[src/rtl/canvas_pkg.sv]
// Shared sizes, state encoding and cell coordinate type for the drawing canvas.
package canvas_pkg;

    localparam int unsigned CANVAS_DIM = 32;
    localparam int unsigned CROP_OFF   = 2;
    localparam int unsigned CROP_DIM   = 28;
    localparam int unsigned DUMP_BEATS = CROP_DIM * CROP_DIM;
    localparam int unsigned IDX_W      = 5;
    localparam int unsigned CROP_END   = CROP_OFF + CROP_DIM - 1;

    typedef enum logic [1:0] {
        IDLE  = 2'd0,
        CLEAR = 2'd1,
        DUMP  = 2'd2
    } state_e;

    typedef struct packed {
        logic [IDX_W-1:0] row;
        logic [IDX_W-1:0] col;
    } cell_t;

endpackage

[src/rtl/canvas_if.sv]
// Bit-serial crop dump stream between the framebuffer and the DNN input buffer.
interface canvas_if;

    logic iDumpStart;
    logic oDumpValid;
    logic iDumpReady;
    logic oDumpBit;
    logic oDumpLast;

    modport master (
        output iDumpStart,
        output iDumpReady,
        input  oDumpValid,
        input  oDumpBit,
        input  oDumpLast
    );

    modport slave (
        input  iDumpStart,
        input  iDumpReady,
        output oDumpValid,
        output oDumpBit,
        output oDumpLast
    );

endinterface

[src/rtl/canvas_raster_cnt.sv]
// Row/column walker over the centred crop window; exposes the following cell
// and whether the current cell is the final one.
module canvas_raster_cnt
    import canvas_pkg::*;
(
    input  logic  clk,
    input  logic  rst_n,
    input  logic  load,
    input  logic  adv,
    output cell_t nxt_c,
    output logic  last_c
);

    cell_t cur;

    // Column wraps back to the crop's first column and bumps the row.
    always_comb begin
        nxt_c = cur;
        if (cur.col == IDX_W'(CROP_END)) begin
            nxt_c.col = IDX_W'(CROP_OFF);
            nxt_c.row = cur.row + IDX_W'(1);
        end else begin
            nxt_c.col = cur.col + IDX_W'(1);
        end
        last_c = (cur.row == IDX_W'(CROP_END)) && (cur.col == IDX_W'(CROP_END));
    end

    always_ff @(posedge clk or negedge rst_n) begin
        if (!rst_n) begin
            cur <= '0;
        end else if (load) begin
            cur <= '{row: IDX_W'(CROP_OFF), col: IDX_W'(CROP_OFF)};
        end else if (adv) begin
            cur <= nxt_c;
        end
    end

endmodule

[src/rtl/canvas_framebuffer.sv]
// 32x32 one-bit paint canvas with a registered display read port, a row-per-cycle
// clear, and a valid/ready bit-serial dump of the centred 28x28 crop.
module canvas_framebuffer
    import canvas_pkg::*;
(
    input  logic             clkVga,
    input  logic             iRstN,
    input  logic             iPaintEn,
    input  logic [IDX_W-1:0] iPaintX,
    input  logic [IDX_W-1:0] iPaintY,
    input  logic             iClear,
    input  logic [IDX_W-1:0] iPixX,
    input  logic [IDX_W-1:0] iPixY,
    output logic             oPixBit,
    output logic             oBusy,
    canvas_if.slave          dump
);

    logic [CANVAS_DIM-1:0][CANVAS_DIM-1:0] mem;

    state_e           state, state_d;
    logic [IDX_W-1:0] clr_row, clr_row_d;
    logic             dump_valid, dump_valid_d;
    logic             dump_bit, dump_bit_d;
    logic             dump_last, dump_last_d;
    logic             cnt_load, cnt_adv;
    logic             paint_we, clr_we;
    cell_t            cnt_nxt;
    logic             cnt_last;

    canvas_raster_cnt u_raster (
        .clk    (clkVga),
        .rst_n  (iRstN),
        .load   (cnt_load),
        .adv    (cnt_adv),
        .nxt_c  (cnt_nxt),
        .last_c (cnt_last)
    );

    assign dump.oDumpValid = dump_valid;
    assign dump.oDumpBit   = dump_bit;
    assign dump.oDumpLast  = dump_last;

    // Next-state and dump beat staging; the beat register always holds the cell
    // the counter currently points at.
    always_comb begin
        state_d      = state;
        clr_row_d    = clr_row;
        dump_valid_d = dump_valid;
        dump_bit_d   = dump_bit;
        dump_last_d  = dump_last;
        cnt_load     = 1'b0;
        cnt_adv      = 1'b0;
        paint_we     = 1'b0;
        clr_we       = 1'b0;
        case (state)
            IDLE: begin
                paint_we = iPaintEn;
                if (iClear) begin
                    state_d   = CLEAR;
                    clr_row_d = '0;
                end else if (dump.iDumpStart) begin
                    state_d      = DUMP;
                    cnt_load     = 1'b1;
                    dump_valid_d = 1'b1;
                    dump_bit_d   = mem[IDX_W'(CROP_OFF)][IDX_W'(CROP_OFF)];
                    dump_last_d  = 1'b0;
                end
            end
            CLEAR: begin
                clr_we    = 1'b1;
                clr_row_d = clr_row + IDX_W'(1);
                if (clr_row == IDX_W'(CANVAS_DIM - 1)) begin
                    state_d = IDLE;
                end
            end
            DUMP: begin
                if (dump_valid && dump.iDumpReady) begin
                    if (cnt_last) begin
                        state_d      = IDLE;
                        dump_valid_d = 1'b0;
                        dump_bit_d   = 1'b0;
                        dump_last_d  = 1'b0;
                    end else begin
                        cnt_adv     = 1'b1;
                        dump_bit_d  = mem[cnt_nxt.row][cnt_nxt.col];
                        dump_last_d = (cnt_nxt.row == IDX_W'(CROP_END)) &&
                                      (cnt_nxt.col == IDX_W'(CROP_END));
                    end
                end
            end
            default: state_d = IDLE;
        endcase
    end

    always_ff @(posedge clkVga or negedge iRstN) begin
        if (!iRstN) begin
            state      <= IDLE;
            clr_row    <= '0;
            dump_valid <= 1'b0;
            dump_bit   <= 1'b0;
            dump_last  <= 1'b0;
            oBusy      <= 1'b0;
        end else begin
            state      <= state_d;
            clr_row    <= clr_row_d;
            dump_valid <= dump_valid_d;
            dump_bit   <= dump_bit_d;
            dump_last  <= dump_last_d;
            oBusy      <= (state_d != IDLE);
        end
    end

    always_ff @(posedge clkVga or negedge iRstN) begin
        if (!iRstN) begin
            mem <= '0;
        end else if (clr_we) begin
            mem[clr_row] <= '0;
        end else if (paint_we) begin
            mem[iPaintY][iPaintX] <= 1'b1;
        end
    end

    // Display read sees the pre-write value when painting the same cell.
    always_ff @(posedge clkVga or negedge iRstN) begin
        if (!iRstN) begin
            oPixBit <= 1'b0;
        end else begin
            oPixBit <= mem[iPixY][iPixX];
        end
    end

endmodule

[src/flat_wrapper.sv]
// flat-port wrapper written by rule: the top's interface ports become plain ports
module canvas_framebuffer_flat import canvas_pkg::*;
  (clkVga, iRstN, iPaintEn, iPaintX, iPaintY, iClear, iPixX, iPixY, oPixBit, oBusy, dump_iDumpStart, dump_iDumpReady, dump_oDumpValid, dump_oDumpBit, dump_oDumpLast);
  canvas_if dump_i ();
  input  logic clkVga;
  input  logic iRstN;
  input  logic iPaintEn;
  input  logic [IDX_W-1:0] iPaintX;
  input  logic [IDX_W-1:0] iPaintY;
  input  logic iClear;
  input  logic [IDX_W-1:0] iPixX;
  input  logic [IDX_W-1:0] iPixY;
  output logic oPixBit;
  output logic oBusy;
  input wire logic [$bits(dump_i.iDumpStart)-1:0] dump_iDumpStart;
  input wire logic [$bits(dump_i.iDumpReady)-1:0] dump_iDumpReady;
  output wire logic [$bits(dump_i.oDumpValid)-1:0] dump_oDumpValid;
  output wire logic [$bits(dump_i.oDumpBit)-1:0] dump_oDumpBit;
  output wire logic [$bits(dump_i.oDumpLast)-1:0] dump_oDumpLast;
  assign dump_i.iDumpStart = dump_iDumpStart;
  assign dump_i.iDumpReady = dump_iDumpReady;
  assign dump_oDumpValid = dump_i.oDumpValid;
  assign dump_oDumpBit = dump_i.oDumpBit;
  assign dump_oDumpLast = dump_i.oDumpLast;
  canvas_framebuffer u_core (.clkVga(clkVga), .iRstN(iRstN), .iPaintEn(iPaintEn), .iPaintX(iPaintX), .iPaintY(iPaintY), .iClear(iClear), .iPixX(iPixX), .iPixY(iPixY), .oPixBit(oPixBit), .oBusy(oBusy), .dump(dump_i));
endmodule
[config.mk]
export PLATFORM = sky130hd
export DESIGN_NAME = canvas_framebuffer_flat
export DESIGN_NICKNAME = d
export VERILOG_FILES = /design/src/rtl/canvas_pkg.sv /design/src/rtl/canvas_if.sv /design/src/rtl/canvas_raster_cnt.sv /design/src/rtl/canvas_framebuffer.sv /design/src/flat_wrapper.sv
export SDC_FILE = /design/constraint.sdc
export NUM_CORES = 2
export LEC_CHECK = 0
export ABC_AREA = 1
export CAP_MARGIN = 5
export CORE_ASPECT_RATIO = 1.4
export CORE_UTILIZATION = 31
export CTS_CLUSTER_SIZE = 24
export DETAILED_ROUTE_END_ITERATION = 10
export MAX_ROUTING_LAYER = met4
export PLACE_DENSITY = 0.56
export SLEW_MARGIN = 15
export SYNTH_ARGS = -nofsm -noshare
export SYNTH_HDL_FRONTEND = slang
export SYNTH_SLANG_ARGS = --single-unit
[constraint.sdc]
create_clock -name clkVga -period 8.2 [get_ports clkVga]
set_input_delay 1.64 -clock clkVga [delete_from_list [all_inputs] [get_ports clkVga]]
set_output_delay 1.64 -clock clkVga [all_outputs]
set_load 0.005 [all_outputs]
==> results.py <==
metrics = {
    "grt": {
        "grt_max_degree": 175,
        "track_usage": 0.293,
        "gr-total-overflow": 0,
        "grt_pass1_vias": 60700,
        "antenna_found_initial": 8,
        "grt_pass1_wl_mm": 409,
    },
    "run": {
        "drv_cap": 0,
    },
    "clocking": {
        "cts.clk_slew.worst_paths_ps": 70,
        "hold_buffers": 0,
        "root_buffer": "clkbuf_16",
        "cts_buffers": 108,
        "cts.sinks": 1046,
        "ctsResizeCount": 0,
        "cts_tree": "yes",
        "cts_buffer_depth": 3,
        "clk_latency_ps": 760,
        "cts_setup_buffers": 0,
        "ctsHtreeMaxLevel": 3,
    },
    "yosys": {
        "synth_cell_types": 34,
        "netlist_instances": 7901,
        "synth_fp_nets": 7936,
        "yosys-top-cells-area": "dfrtp_1 45%, o21ai_0 19%, nand3_1 11%",
        "ys_seq_elements": 1046,
        "avgSynthCellArea_sq_um": 7.41,
        "yosysSeqAreaShare": 0.447,
        "ys_warn_count": 0,
        "synth.top_cell.area_share": 0.447,
        "synth_largest_area_cell": "dfrtp_1",
        "synth_area_sq_mm": 0.0585,
    },
    "critical_path": {
        "crit_required_ps": 8880,
        "path_max_fanout": 62,
        "arrival_ps": 6270,
        "worstSetupEndpointType": "flop",
        "critical_path_class": "flop to flop",
        "cp-start-kind": "flop",
    },
    "timing": {
        "drv_slew": 0,
        "tightest_slew_ps": 1270,
        "rsz0062_at_grt": "no",
        "timing.final.crit_share": 0.681,
        "finClkSkew_ps": 28.3,
        "max-slew-margin-rel": 0.151,
        "min_period_ps": 5590,
        "tns_ps": 0,
        "setup_viol": 0,
        "fmax_mhz": 179,
        "hold_viol": 0,
    },
    "floorplanning": {
        "row_count": 188,
        "die_h_um": 516,
        "initial_core_util": 0.312,
        "die_w_um": 369,
        "ios": 31,
        "die-area_sq_mm": 0.191,
        "core_area_sq_mm": 0.187,
    },
    "run_status": {
        "status": "finished with violations",
        "violations": "DRC",
    },
    "power_and_ir_drop": {
        "finalPower_mw": 14.5,
        "power_leakage_nw": 26.6,
        "powerDensity_mw_per_mm2": 225,
        "ir_worst_vdd_mv": 0.304,
    },
    "drt": {
        "vias_per_cell": 6.30,
        "vias": 62800,
        "wl_mm": 279,
        "ant_nets": 0,
        "wire_per_inst_um": 28.0,
        "drt_first_pass_iters": 10,
        "drtIter0Drc": 8808,
        "drcViolationCount": 8,
    },
    "placement": {
        "portBuffers": 30,
        "place.gp.congestion": 0.940,
        "dp_hpwl_mm": 151,
    },
    "layout": {
        "drive_above_1_share": 0.0565,
        "syn_to_final_growth_pct": 10.0,
        "layout.nets": 7436,
    },
    "hold_path": {
        "hold_class": "flop to flop",
    },
}
-- cells in the final DEF, fill, tap and decap left out, drive strengths merged --
master / n
o21ai: 2211
nand3: 1239
dfrtp: 1046
nand2: 872
inv: 433
o22ai: 412
nor2: 376
a21oi: 339
buf: 175
clkbuf: 147
o211ai: 93
clkinv: 38
clkdlybuf4s50: 24
nor3: 20
nand4: 14
bufinv: 11
ha: 9
clkinvlp: 9
xor2: 6
diode: 5
a221oi: 5
or2: 3
o31ai: 3
a211oi: 2
a22oi: 2
o311ai: 1
a21boi: 1
o21a: 1
nor4: 1
-- layer usage --
| metal | vias to the layer above | wire length, um | GRT usage |
|---|---|---|---|
| met1 | 30900 | 101000 | 0.342 |
| met3 | 1057 | 28000 | 0.0527 |
| met4 | 0 | 25200 | 0.235 |
| li1 | 26600 | - | - |
| met2 | 4282 | 125000 | 0.445 |
| met5 | - | 0 | - |
-- kinds of logic after synthesis --
logic type,synth area share
compound gates,0.276
xor+xnor,0.00103
simple gates,0.190
flops,0.447
fa+ha+maj,0.00192
buf+inv,0.0837
-- final timing paths --
path                                                    start                          endpoint  slack (ps)  depth (start not counted)
max reg2reg                u_core.u_raster.cur[1]$_DFFE_PN0P_  u_core.dump.oDumpBit$_DFFE_PN0P_        2610                         21
min reg2reg                       u_core.mem[140]$_DFFE_PN0P_       u_core.mem[140]$_DFFE_PN0P_         530                          2
max                        u_core.u_raster.cur[1]$_DFFE_PN0P_  u_core.dump.oDumpBit$_DFFE_PN0P_        2610                         21
min in group asynchronous                               iRstN       u_core.mem[124]$_DFFE_PN0P_         900                          1
min                               u_core.mem[140]$_DFFE_PN0P_       u_core.mem[140]$_DFFE_PN0P_         530                          2
max in group asynchronous                               iRstN       u_core.mem[611]$_DFFE_PN0P_        5510                          3
-- power breakdown --
| part | switching (mW) | internal (mW) |
|---|---|---|
| clock | 2.35 | 2.97 |
| sequential | 0.353 | 5.74 |
| combinational | 2.33 | 0.775 |
-- cell type report --
type | count | area (sq um)
multi-input cells | 5610 | 27800
fillers | 19600 | 123000
inverters | 436 | 1670
well taps | 2470 | 3090
repair buffers | 199 | 1920
flip-flops and latches | 1046 | 26200
diodes | 5 | 12.5
clock inverters | 55 | 626
clock buffers | 147 | 3060
-- state kept, by name (all words and copies together) (netlist names) --
name and count:
u_core.u_raster.cur 10, u_core.dump.oDumpValid 1, u_core.mem 1024, u_core.clr_row 5
u_core.state 2, u_core.dump.oDumpBit 1, u_core.oPixBit 1, u_core.oBusy 1
u_core.dump.oDumpLast 1
-- synthesized netlist by cell type --
cell type	n
a21boi_0	1
nand2_2	3
o21ai_0	2209
nor3_1	19
buf_2	105
nand4_1	14
inv_2	2
o22ai_1	412
a211oi_1	2
inv_1	427
o21a_1	1
a221oi_1	5
o31ai_1	3
dfrtp_1	1046
nand2_1	869
nor4_1	1
ha_1	9
o21ai_2	2
buf_4	19
a22oi_1	2
nand3_1	1239
clkbuf_1	619
xor2_1	5
a21oi_1	339
or2_2	3
xor2_2	1
buf_6	3
o211ai_1	93
clkinv_1	7
nor2_8	1
nor3_4	1
o311ai_0	1
buf_1	63
nor2_1	375
-- worst max-delay path, stage by stage (launching register included) --
cell	delay (ps)
dfrtp_1	400
inv_1	80
ha_1	140
nand2_1	160
o21ai_4	930
nand2_8	540
inv_6	610
buf_12	390
nand2_1	110
nand3_1	90
nand3_1	110
nand3_1	210
nand3_1	280
nand3_1	190
nand2_1	170
nand2_1	100
nand3_1	120
nand3_1	150
nand2_1	70
nand2_1	60
nand3_1	170
a21oi_1	190
-- through the flow --
| step | hold slack (ps) | instances | cell area [sq um] | util | setup WS [ps] |
|---|---|---|---|---|---|
| after floorplan | 476 | 7901 | 58500 | - | 4550 |
| after global placement | 507 | 9761 | 60700 | 0.324 | 2810 |
| after detailed placement | 485 | 9761 | 60700 | 0.324 | 2890 |
| after CTS | 525 | 9963 | 64400 | 0.343 | 2860 |
| after global routing | 551 | 9966 | 64400 | 0.343 | 2550 |
| final | 527 | 9968 | 64400 | 0.343 | 2610 |
(Power assumes the default switching activity.)
